[config.mk]
export PLATFORM = sky130hd
export DESIGN_NAME = groestl_msg_loader
export DESIGN_NICKNAME = d
export VERILOG_FILES = /design/src/rtl/groestl_pkg.sv /design/src/rtl/groestl_msg_loader.sv
export SDC_FILE = /design/constraint.sdc
export NUM_CORES = 1
export LEC_CHECK = 0
export ABC_CLOCK_PERIOD_IN_PS = 30000
export CELL_PAD_IN_SITES_DETAIL_PLACEMENT = 1
export CELL_PAD_IN_SITES_GLOBAL_PLACEMENT = 2
export CORE_MARGIN = 3
export CORE_UTILIZATION = 27
export CTS_CLUSTER_DIAMETER = 120
export DETAILED_ROUTE_END_ITERATION = 6
export GPL_ROUTABILITY_DRIVEN = 0
export PLACE_DENSITY_LB_ADDON = 0.1
export SLEW_MARGIN = 20
export SYNTH_ARGS = -nofsm -noshare
export SYNTH_HDL_FRONTEND = slang
export SYNTH_SLANG_ARGS = --single-unit
[constraint.sdc]
create_clock -name clk -period 30 [get_ports clk]
set_input_delay 9 -clock clk [delete_from_list [all_inputs] [get_ports clk]]
set_output_delay 9 -clock clk [all_outputs]
set_load 0.01 [all_outputs]
[src/rtl/groestl_pkg.sv]
// Shared constants and state encoding for the Groestl message loader.
package groestl_pkg;
    localparam int WORD_W          = 16;
    localparam int MSG_W           = 512;
    localparam int WORDS_PER_BLOCK = 32;
    localparam int CNT_W           = $clog2(WORDS_PER_BLOCK);

    typedef enum logic [1:0] {
        IDLE  = 2'b00,
        FILL  = 2'b01,
        READY = 2'b10,
        START = 2'b11
    } state_t;
endpackage

[src/rtl/groestl_msg_loader.sv]
// Collects 32 16-bit words into one 512-bit block, MSW first, and hands it
// to the hash core with a one-cycle start pulse once the core is idle.
module groestl_msg_loader
    import groestl_pkg::*;
(
    input  logic                clk,
    input  logic                rst,
    input  logic                load,
    input  logic                wr_en,
    input  logic [WORD_W-1:0]   idata,
    input  logic                busy,
    output logic                ack,
    output logic                full,
    output logic                start,
    output logic [CNT_W-1:0]    word_cnt,
    output logic [MSG_W-1:0]    msg
);

    state_t             state_q, state_d;
    logic [CNT_W-1:0]   word_cnt_q, word_cnt_d;
    logic [MSG_W-1:0]   msg_q, msg_d;

    always_ff @(posedge clk or posedge rst) begin
        if (rst) begin
            state_q    <= IDLE;
            word_cnt_q <= '0;
            msg_q      <= '0;
        end else begin
            state_q    <= state_d;
            word_cnt_q <= word_cnt_d;
            msg_q      <= msg_d;
        end
    end

    always_comb begin
        state_d    = state_q;
        word_cnt_d = word_cnt_q;
        msg_d      = msg_q;
        unique case (state_q)
            IDLE: begin
                if (load) begin
                    state_d    = FILL;
                    word_cnt_d = '0;
                end
            end
            FILL: begin
                if (wr_en) begin
                    msg_d[MSG_W-1-WORD_W*int'(word_cnt_q) -: WORD_W] = idata;
                    // Counter wraps to 0 naturally on the 32nd word.
                    word_cnt_d = word_cnt_q + CNT_W'(1);
                    if (word_cnt_q == CNT_W'(WORDS_PER_BLOCK-1))
                        state_d = READY;
                end
            end
            READY: begin
                if (!busy)
                    state_d = START;
            end
            START: begin
                state_d = IDLE;
            end
            default: state_d = IDLE;
        endcase
    end

    assign ack      = (state_q == FILL);
    assign full     = (state_q == READY) || (state_q == START);
    assign start    = (state_q == START);
    assign word_cnt = word_cnt_q;
    assign msg      = msg_q;

endmodule

==> impl_metrics.json, run 1 <==
{
  "outcome": "finished, final reports clean",
  "tightestPinTransition_ps": 1120,
  "dieArea_mm2": 0.0793,
  "post_layout_nonfiller_instances": 2946,
  "cp.required_ps": 30490,
  "drc_errors": 0,
  "tns_ps": 0,
  "worst_ep_arrival_time_ps": 11760,
  "cts_tree": "yes",
  "core_area_mm2": 0.0748,
  "worst_clock_skew_ps": 23.6,
  "cts-root-buf": "clkbuf_16",
  "fp.dieH_um": 282,
  "period_minus_slack_ps": 11260,
  "endpoint_kind": "flip-flop",
  "maxCapViolCount": 0,
  "regToRegSetupSlack_ps": 27170,
  "antenna_found_initial": 6,
  "syn_inst": 1370,
  "fin_nets": 1958,
  "hold-path-cell-count": 1,
  "cpMaxStageDelayCell": "clkdlybuf4s50_1",
  "die_width_um": 282,
  "io_buffer_count": 540,
  "routedWlPerCell_um": 26.5,
  "reg2reg_depth": 4,
  "design_area_mm2": 0.0292,
  "whs_endpoint": "msg[388]$_DFFE_PP0P_",
  "startpoint_type": "primary input",
  "finalCritPeriodShare_pct": 37.5,
  "finalMaxSlewViolations": 0,
  "dp_cells": 2830,
  "r2r-end": "msg[423]$_DFFE_PP0P_",
  "clk_pin_slew_worst_paths_ps": 60,
  "cts_buffers": 60,
  "worst-path-buf-inv": 1,
  "critical_path_class": "in -> reg",
  "vias": 13400,
  "rsz0062_at_grt": "no",
  "p_total_mw": 1.99,
  "crit_family": "simple AND/OR/NAND/NOR gates",
  "syn_nets": 1403,
  "firstDrtPassIters": 4,
  "postCtsHoldBufs": 0,
  "cts_buffer_depth": 3,
  "slowest_delay_ps": 980,
  "synth_compound_area_share_pct": 0.537,
  "relSlewSlack_pct": 25.5,
  "p_leak_nw": 13.6,
  "hold_class": "reg -> reg",
  "crit_chain": "clkdlybuf4s50_1 > nand4b_1 > nor2_2 > mux2_2",
  "clock.fmax_mhz": 88.8,
  "layout-drive-gt1-share_pct": 32.9,
  "start_util_pct": 27.4,
  "timing.rr.start": "word_cnt[2]$_DFFE_PP0P_",
  "pwr_density_cell_mw_per_mm2": 68.0,
  "postRouteWirelength_um": 78000,
  "synth_xor_area_share_pct": 0,
  "dp_hpwl_um": 55900,
  "grt_pass1_vias": 14700,
  "clock-sinks": 519,
  "cts-resized-gates": 0,
  "via_per_inst": 4.54,
  "min_from": "msg[388]$_DFFE_PP0P_",
  "ant_nets": 0,
  "synth_top_family_by_area": "multiplexers",
  "place_area_mm2": 0.0270,
  "rows": 100,
  "setup_viol_count_final": 0,
  "track_usage_pct": 19.2,
  "grt_max_degree": 167,
  "drt_iter0_markers": 426,
  "ios": 541,
  "synthToLayoutAreaGrowth_pct": 42.3,
  "final_util_pct": 39.0,
  "synthSimpleGateAreaFrac_pct": 5.48,
  "syn_avg_cell_area_um2": 15.0,
  "clock_latency_ps": 620,
  "yosysSeqAreaShare_pct": 63.3,
  "synth_seq_cells": 519,
  "postCtsSetupRepairBufs": 0,
  "synth_area_mm2": 0.0205,
  "synth-adder-area-share_pct": 0.732,
  "grt_first_pass_wirelength_um": 110000,
  "yosys_warnings": 0,
  "overflow": 0,
  "ys_types": 35,
  "ir_drop_uv": 50.5,
  "synthMuxAreaShare_pct": 28.2,
  "finalHoldViolCount": 0,
  "cts.htree.levels": 2,
  "cp_max_fo": 19,
  "fillCellCount": 7690
}
## Yosys cell counts, drive strengths merged
cell | instances | area, um^2
dfrtp | 519 | 13000
buf | 48 | 263
a21oi | 5 | 25.0
nand4b | 3 | 26.3
and3 | 18 | 113
a221oi | 1 | 8.76
and4 | 1 | 8.76
a2bb2oi | 1 | 8.76
nor2 | 139 | 549
and2 | 1 | 6.26
o21ai | 4 | 20.0
or2 | 2 | 12.5
a41o | 1 | 10.0
inv | 8 | 30.0
o41ai | 1 | 8.76
nand3 | 4 | 20.0
nand3b | 2 | 15.0
ha | 12 | 150
a221o | 2 | 20.0
nand2 | 22 | 82.6
a211o | 1 | 8.76
clkbuf | 21 | 78.8
nor3 | 4 | 41.3
nand2b | 26 | 163
mux2 | 513 | 5780
nor2b | 3 | 18.8
nand4 | 3 | 37.5
or3 | 5 | 31.3
## flip-flops by register name (all words and copies together), names as in the netlist
signal    count
state_q       2
word_cnt      5
msg         512
## worst max path at each step
stage,slack (ps),from,cells after the start,end
floorplan,6500,rst,1,msg[0]$_DFFE_PP0P_
global placement,17870,rst,4,msg[242]$_DFFE_PP0P_
detailed placement,17810,rst,4,msg[242]$_DFFE_PP0P_
CTS,18480,rst,4,msg[498]$_DFFE_PP0P_
global route,18630,wr_en,4,msg[406]$_DFFE_PP0P_
finish,18740,wr_en,4,msg[406]$_DFFE_PP0P_
## power breakdown
| part | switching (mW) | internal, mW |
|---|---|---|
| Clock | 0.304 | 0.480 |
| Sequential | 0.0380 | 0.756 |
| Combinational | 0.240 | 0.169 |
| Total | 0.582 | 1.40 |
## kinds of logic (layout without fill, tap and decap cells)
kind of cell             after synthesis  in the layout
flip-flops                           519            519
multiplexers                         513            513
AND/OR/NAND/NOR                      233            233
buffers and inverters                 77            683
AO/OA/AOI/OAI                         16             16
adder cells (fa/ha/maj)               12             12
other                                  0              1
## through the flow
stage | hold WS (ps) | setup slack, ps
floorplan | 534 | 6500
global placement | 476 | 17870
detailed placement | 481 | 17810
CTS | 500 | 18480
global route | 505 | 18630
finish | 489 | 18740
## per-layer routing
metal / up-vias / track usage [%] / part of all wire, %
met5: - / 0 / 0.017
met4: 2 / 5.45 / 2.8
met3: 102 / 6.14 / 7.5
met2: 352 / 32.0 / 48
met1: 7049 / 24.1 / 41
li1: 5872 / - / -
## placed cells by master, fill, tap and decap left out, types with 2 or more instances in the layout
cell	netlist	final
nor3_4	1	2
dfrtp_1	519	518
nand3b_1	2	2
o21ai_0	4	4
buf_12	0	2
clkbuf_8	0	21
clkdlybuf4s50_1	0	540
nor2_2	11	14
clkinv_2	0	11
mux2_2	500	500
and3_1	18	18
inv_1	8	7
buf_16	0	2
nand4b_1	3	3
or2_2	2	2
a21oi_1	5	5
bufinv_16	0	6
nand4_2	3	3
nand3_1	4	4
mux2_1	13	13
clkbuf_1	21	9
a221o_1	2	2
nand2b_1	26	25
ha_1	12	12
nand2_1	22	22
buf_4	8	18
nor2_1	128	125
or3_1	5	5
inv_8	0	2
clkbuf_16	0	62
nor2b_1	3	3
## area by class of cell
cell class | instances | area [um^2] | share of cell area, %
timing repair buffer | 562 | 5640 | 19.3
multi-input combinational | 774 | 7180 | 24.6
sequential | 519 | 13000 | 44.5
antenna | 1 | 2.50 | 0.00857
clock inverter | 21 | 279 | 0.955
clock buffer | 92 | 1870 | 6.42
tap | 969 | 1210 | 4.15
inverter | 8 | 37.5 | 0.129
## worst reg2reg max path: stages, from the launching register on
cell and delay [ps]:
dfrtp_2 420, buf_4 590, nand4_2 360, nor3_4 920, mux2_2 440
(Power assumes the default switching activity.)
==> inputs of run 2 (changes only) <==
Settings changed: ABC_CLOCK_PERIOD_IN_PS 30000 to 11800.
Clock period 30 ns to 11.8 ns, I/O delays scaled along.
==> run 2 against run 1 <==
  * Utilization is 0.15 points lower
  * Combinational power grew to 2.5 times the previous value
  * Die area did not move
  * Cell area shrank 0.39%
  * Wire length is 0.69% higher
  * Clock-buffer cell count is 1 lower
  * Critical path depth down 1
  * Sequential cell count did not move
  * Sequential power rose to 2.5 times the previous value
  * Power rose to 2.5 times the previous value
  * Via count up 0.58%
  * Worst setup slack got worse by 13000 ps
==> impl_metrics.json, run 2 (same netlist as run 1, synthesis figures left out) <==
{
  "outcome": "finished, final reports clean",
  "setup_viol_count_final": 0,
  "ios": 541,
  "clock.fmax_mhz": 160,
  "tns_ps": 0,
  "relSlewSlack_pct": 27.7,
  "postRouteWirelength_um": 78600,
  "worst_ep_arrival_time_ps": 2690,
  "synthToLayoutAreaGrowth_pct": 41.8,
  "power.switching_mw": 1.49,
  "post_layout_nonfiller_instances": 2949,
  "final_util_pct": 38.9,
  "cts_buffers": 61,
  "clock_latency_ps": 630,
  "fin_nets": 1959,
  "worst_clock_skew_ps": 24.3,
  "layout-drive-gt1-share_pct": 32.6,
  "cts-root-buf": "clkbuf_16",
  "period_minus_slack_ps": 6230,
  "cts-resized-gates": 0,
  "p_comb_share_pct": 20.9,
  "postCtsHoldBufs": 0,
  "track_usage_pct": 19.5,
  "cts.htree.levels": 2,
  "rows": 100,
  "io_buffer_count": 540,
  "dp_hpwl_um": 56400,
  "cpMaxStageDelayCell": "ha_1",
  "share_clk_of_total_power_pct": 38.7,
  "drc_errors": 0,
  "cp.required_ps": 8260,
  "cts_tree": "yes",
  "p_total_mw": 4.99,
  "layout_common_cells": "clkdlybuf4s50_1, dfrtp_1, mux2_2, nor2_1, clkbuf_16",
  "fp.dieH_um": 282,
  "grt_pass1_vias": 14900,
  "tightestPinTransition_ps": 1080,
  "largest_reg_flops": 512,
  "crit_chain": "inv_1 > ha_1 > clkdlybuf4s50_1",
  "p_leak_nw": 13.5,
  "vias": 13500,
  "via_per_inst": 4.56,
  "core_area_mm2": 0.0748,
  "start_util_pct": 27.4,
  "cts_buffer_depth": 3,
  "rsz0062_at_grt": "no",
  "cp_max_fo": 24,
  "finalCritPeriodShare_pct": 52.8,
  "slowest_delay_ps": 770,
  "startpoint_type": "flip-flop",
  "firstDrtPassIters": 4,
  "maxCapViolCount": 0,
  "critical_path_class": "reg -> out",
  "drt_iter0_markers": 534,
  "endpoint_kind": "primary output",
  "clk_pin_slew_worst_paths_ps": 60,
  "dp_cells": 2831,
  "postCtsSetupRepairBufs": 0,
  "grt.met1_usage_pct": 24.6,
  "grt_max_degree": 182,
  "routedWlPerCell_um": 26.6,
  "clock-sinks": 519,
  "switching_share_pct": 29.8,
  "ir_drop_uv": 129,
  "overflow": 0,
  "finalMaxSlewViolations": 0,
  "pwr_density_cell_mw_per_mm2": 171,
  "fillCellCount": 7696,
  "grt_first_pass_wirelength_um": 112000,
  "seqPwrFrac_pct": 40.4,
  "hold_class": "reg -> reg",
  "regArea_mm2": 0.0130,
  "use_met2_pct": 32.2,
  "p_int_mw": 3.50,
  "antenna_found_initial": 5,
  "top_usage_layer": "met2",
  "dieArea_mm2": 0.0793,
  "layout_commonest_cell": "clkdlybuf4s50_1",
  "multi_input_area_mm2": 0.00719,
  "met3_usage_pct": 6.46,
  "ant_nets": 0,
  "finalHoldViolCount": 0,
  "die_width_um": 282
}
## run 2: cell types whose count changed in the layout (fill, tap and decap cells not counted), sizes merged
cell / previous run / this run
clkinvlp: 1 / 5
bufinv: 6 / 5
diode: 1 / 5
clkinv: 13 / 11
inv: 9 / 8
clkbuf: 92 / 91
## run 2: power by group through the flow
stage	clock network (mW)	registers (mW)	logic (mW)
2_1_floorplan	0	2.09	0.407
3_3_place_gp	0	2.04	1.06
3_5_place_dp	0	2.05	1.07
4_1_cts	2.00	2.02	1.07
5_1_grt	2.08	2.04	1.13
6_report	1.93	2.02	1.04
## run 2: final timing paths
check                                             from  slack, ps  depth (start not counted)              endpoint
worst max-delay path            state_q[1]$_DFFE_PP0P_       5570                          3                   ack
worst min-delay path              msg[390]$_DFFE_PP0P_        490                          1  msg[390]$_DFFE_PP0P_
worst max register to register  state_q[1]$_DFFE_PP0P_       8610                          5  msg[152]$_DFFE_PP0P_
worst min register to register    msg[390]$_DFFE_PP0P_        490                          1  msg[390]$_DFFE_PP0P_
max in group asynchronous                          rst       6480                          5  msg[174]$_DFFE_PP0P_
min in group asynchronous                          rst       3180                          2  msg[266]$_DFFE_PP0P_
## run 2: critical path: cells and delay by family (launching register included)
family	cells	cell delay, ps
adder cells (fa/ha/maj)	1	770
buffers and inverters	2	880
flip-flops	1	410
## run 2: through the flow
step / hold WS (ps) / worst slack [ps] / instance area [um^2]
after CTS: 498 / 5490 / 29100
after global placement: 476 / 5390 / 27000
after floorplan: 534 / 1210 / 20500
after global routing: 507 / 5370 / 29100
after detailed placement: 485 / 5340 / 27000
final: 494 / 5570 / 29100
## run 2: cell type report
type | count | area share, %
repair buffers | 562 | 19.3
well taps | 969 | 4.17
flip-flops and latches | 519 | 44.6
clock inverters | 21 | 0.916
diodes | 5 | 0.0430
multi-input cells | 774 | 24.7
inverters | 8 | 0.116
clock buffers | 91 | 6.15
## run 2: routing by layer
layer	vias up	share of wire, %
met4	2	2.4
met3	87	7.4
met1	7145	42
met5	-	0.017
met2	345	48
li1	5876	-
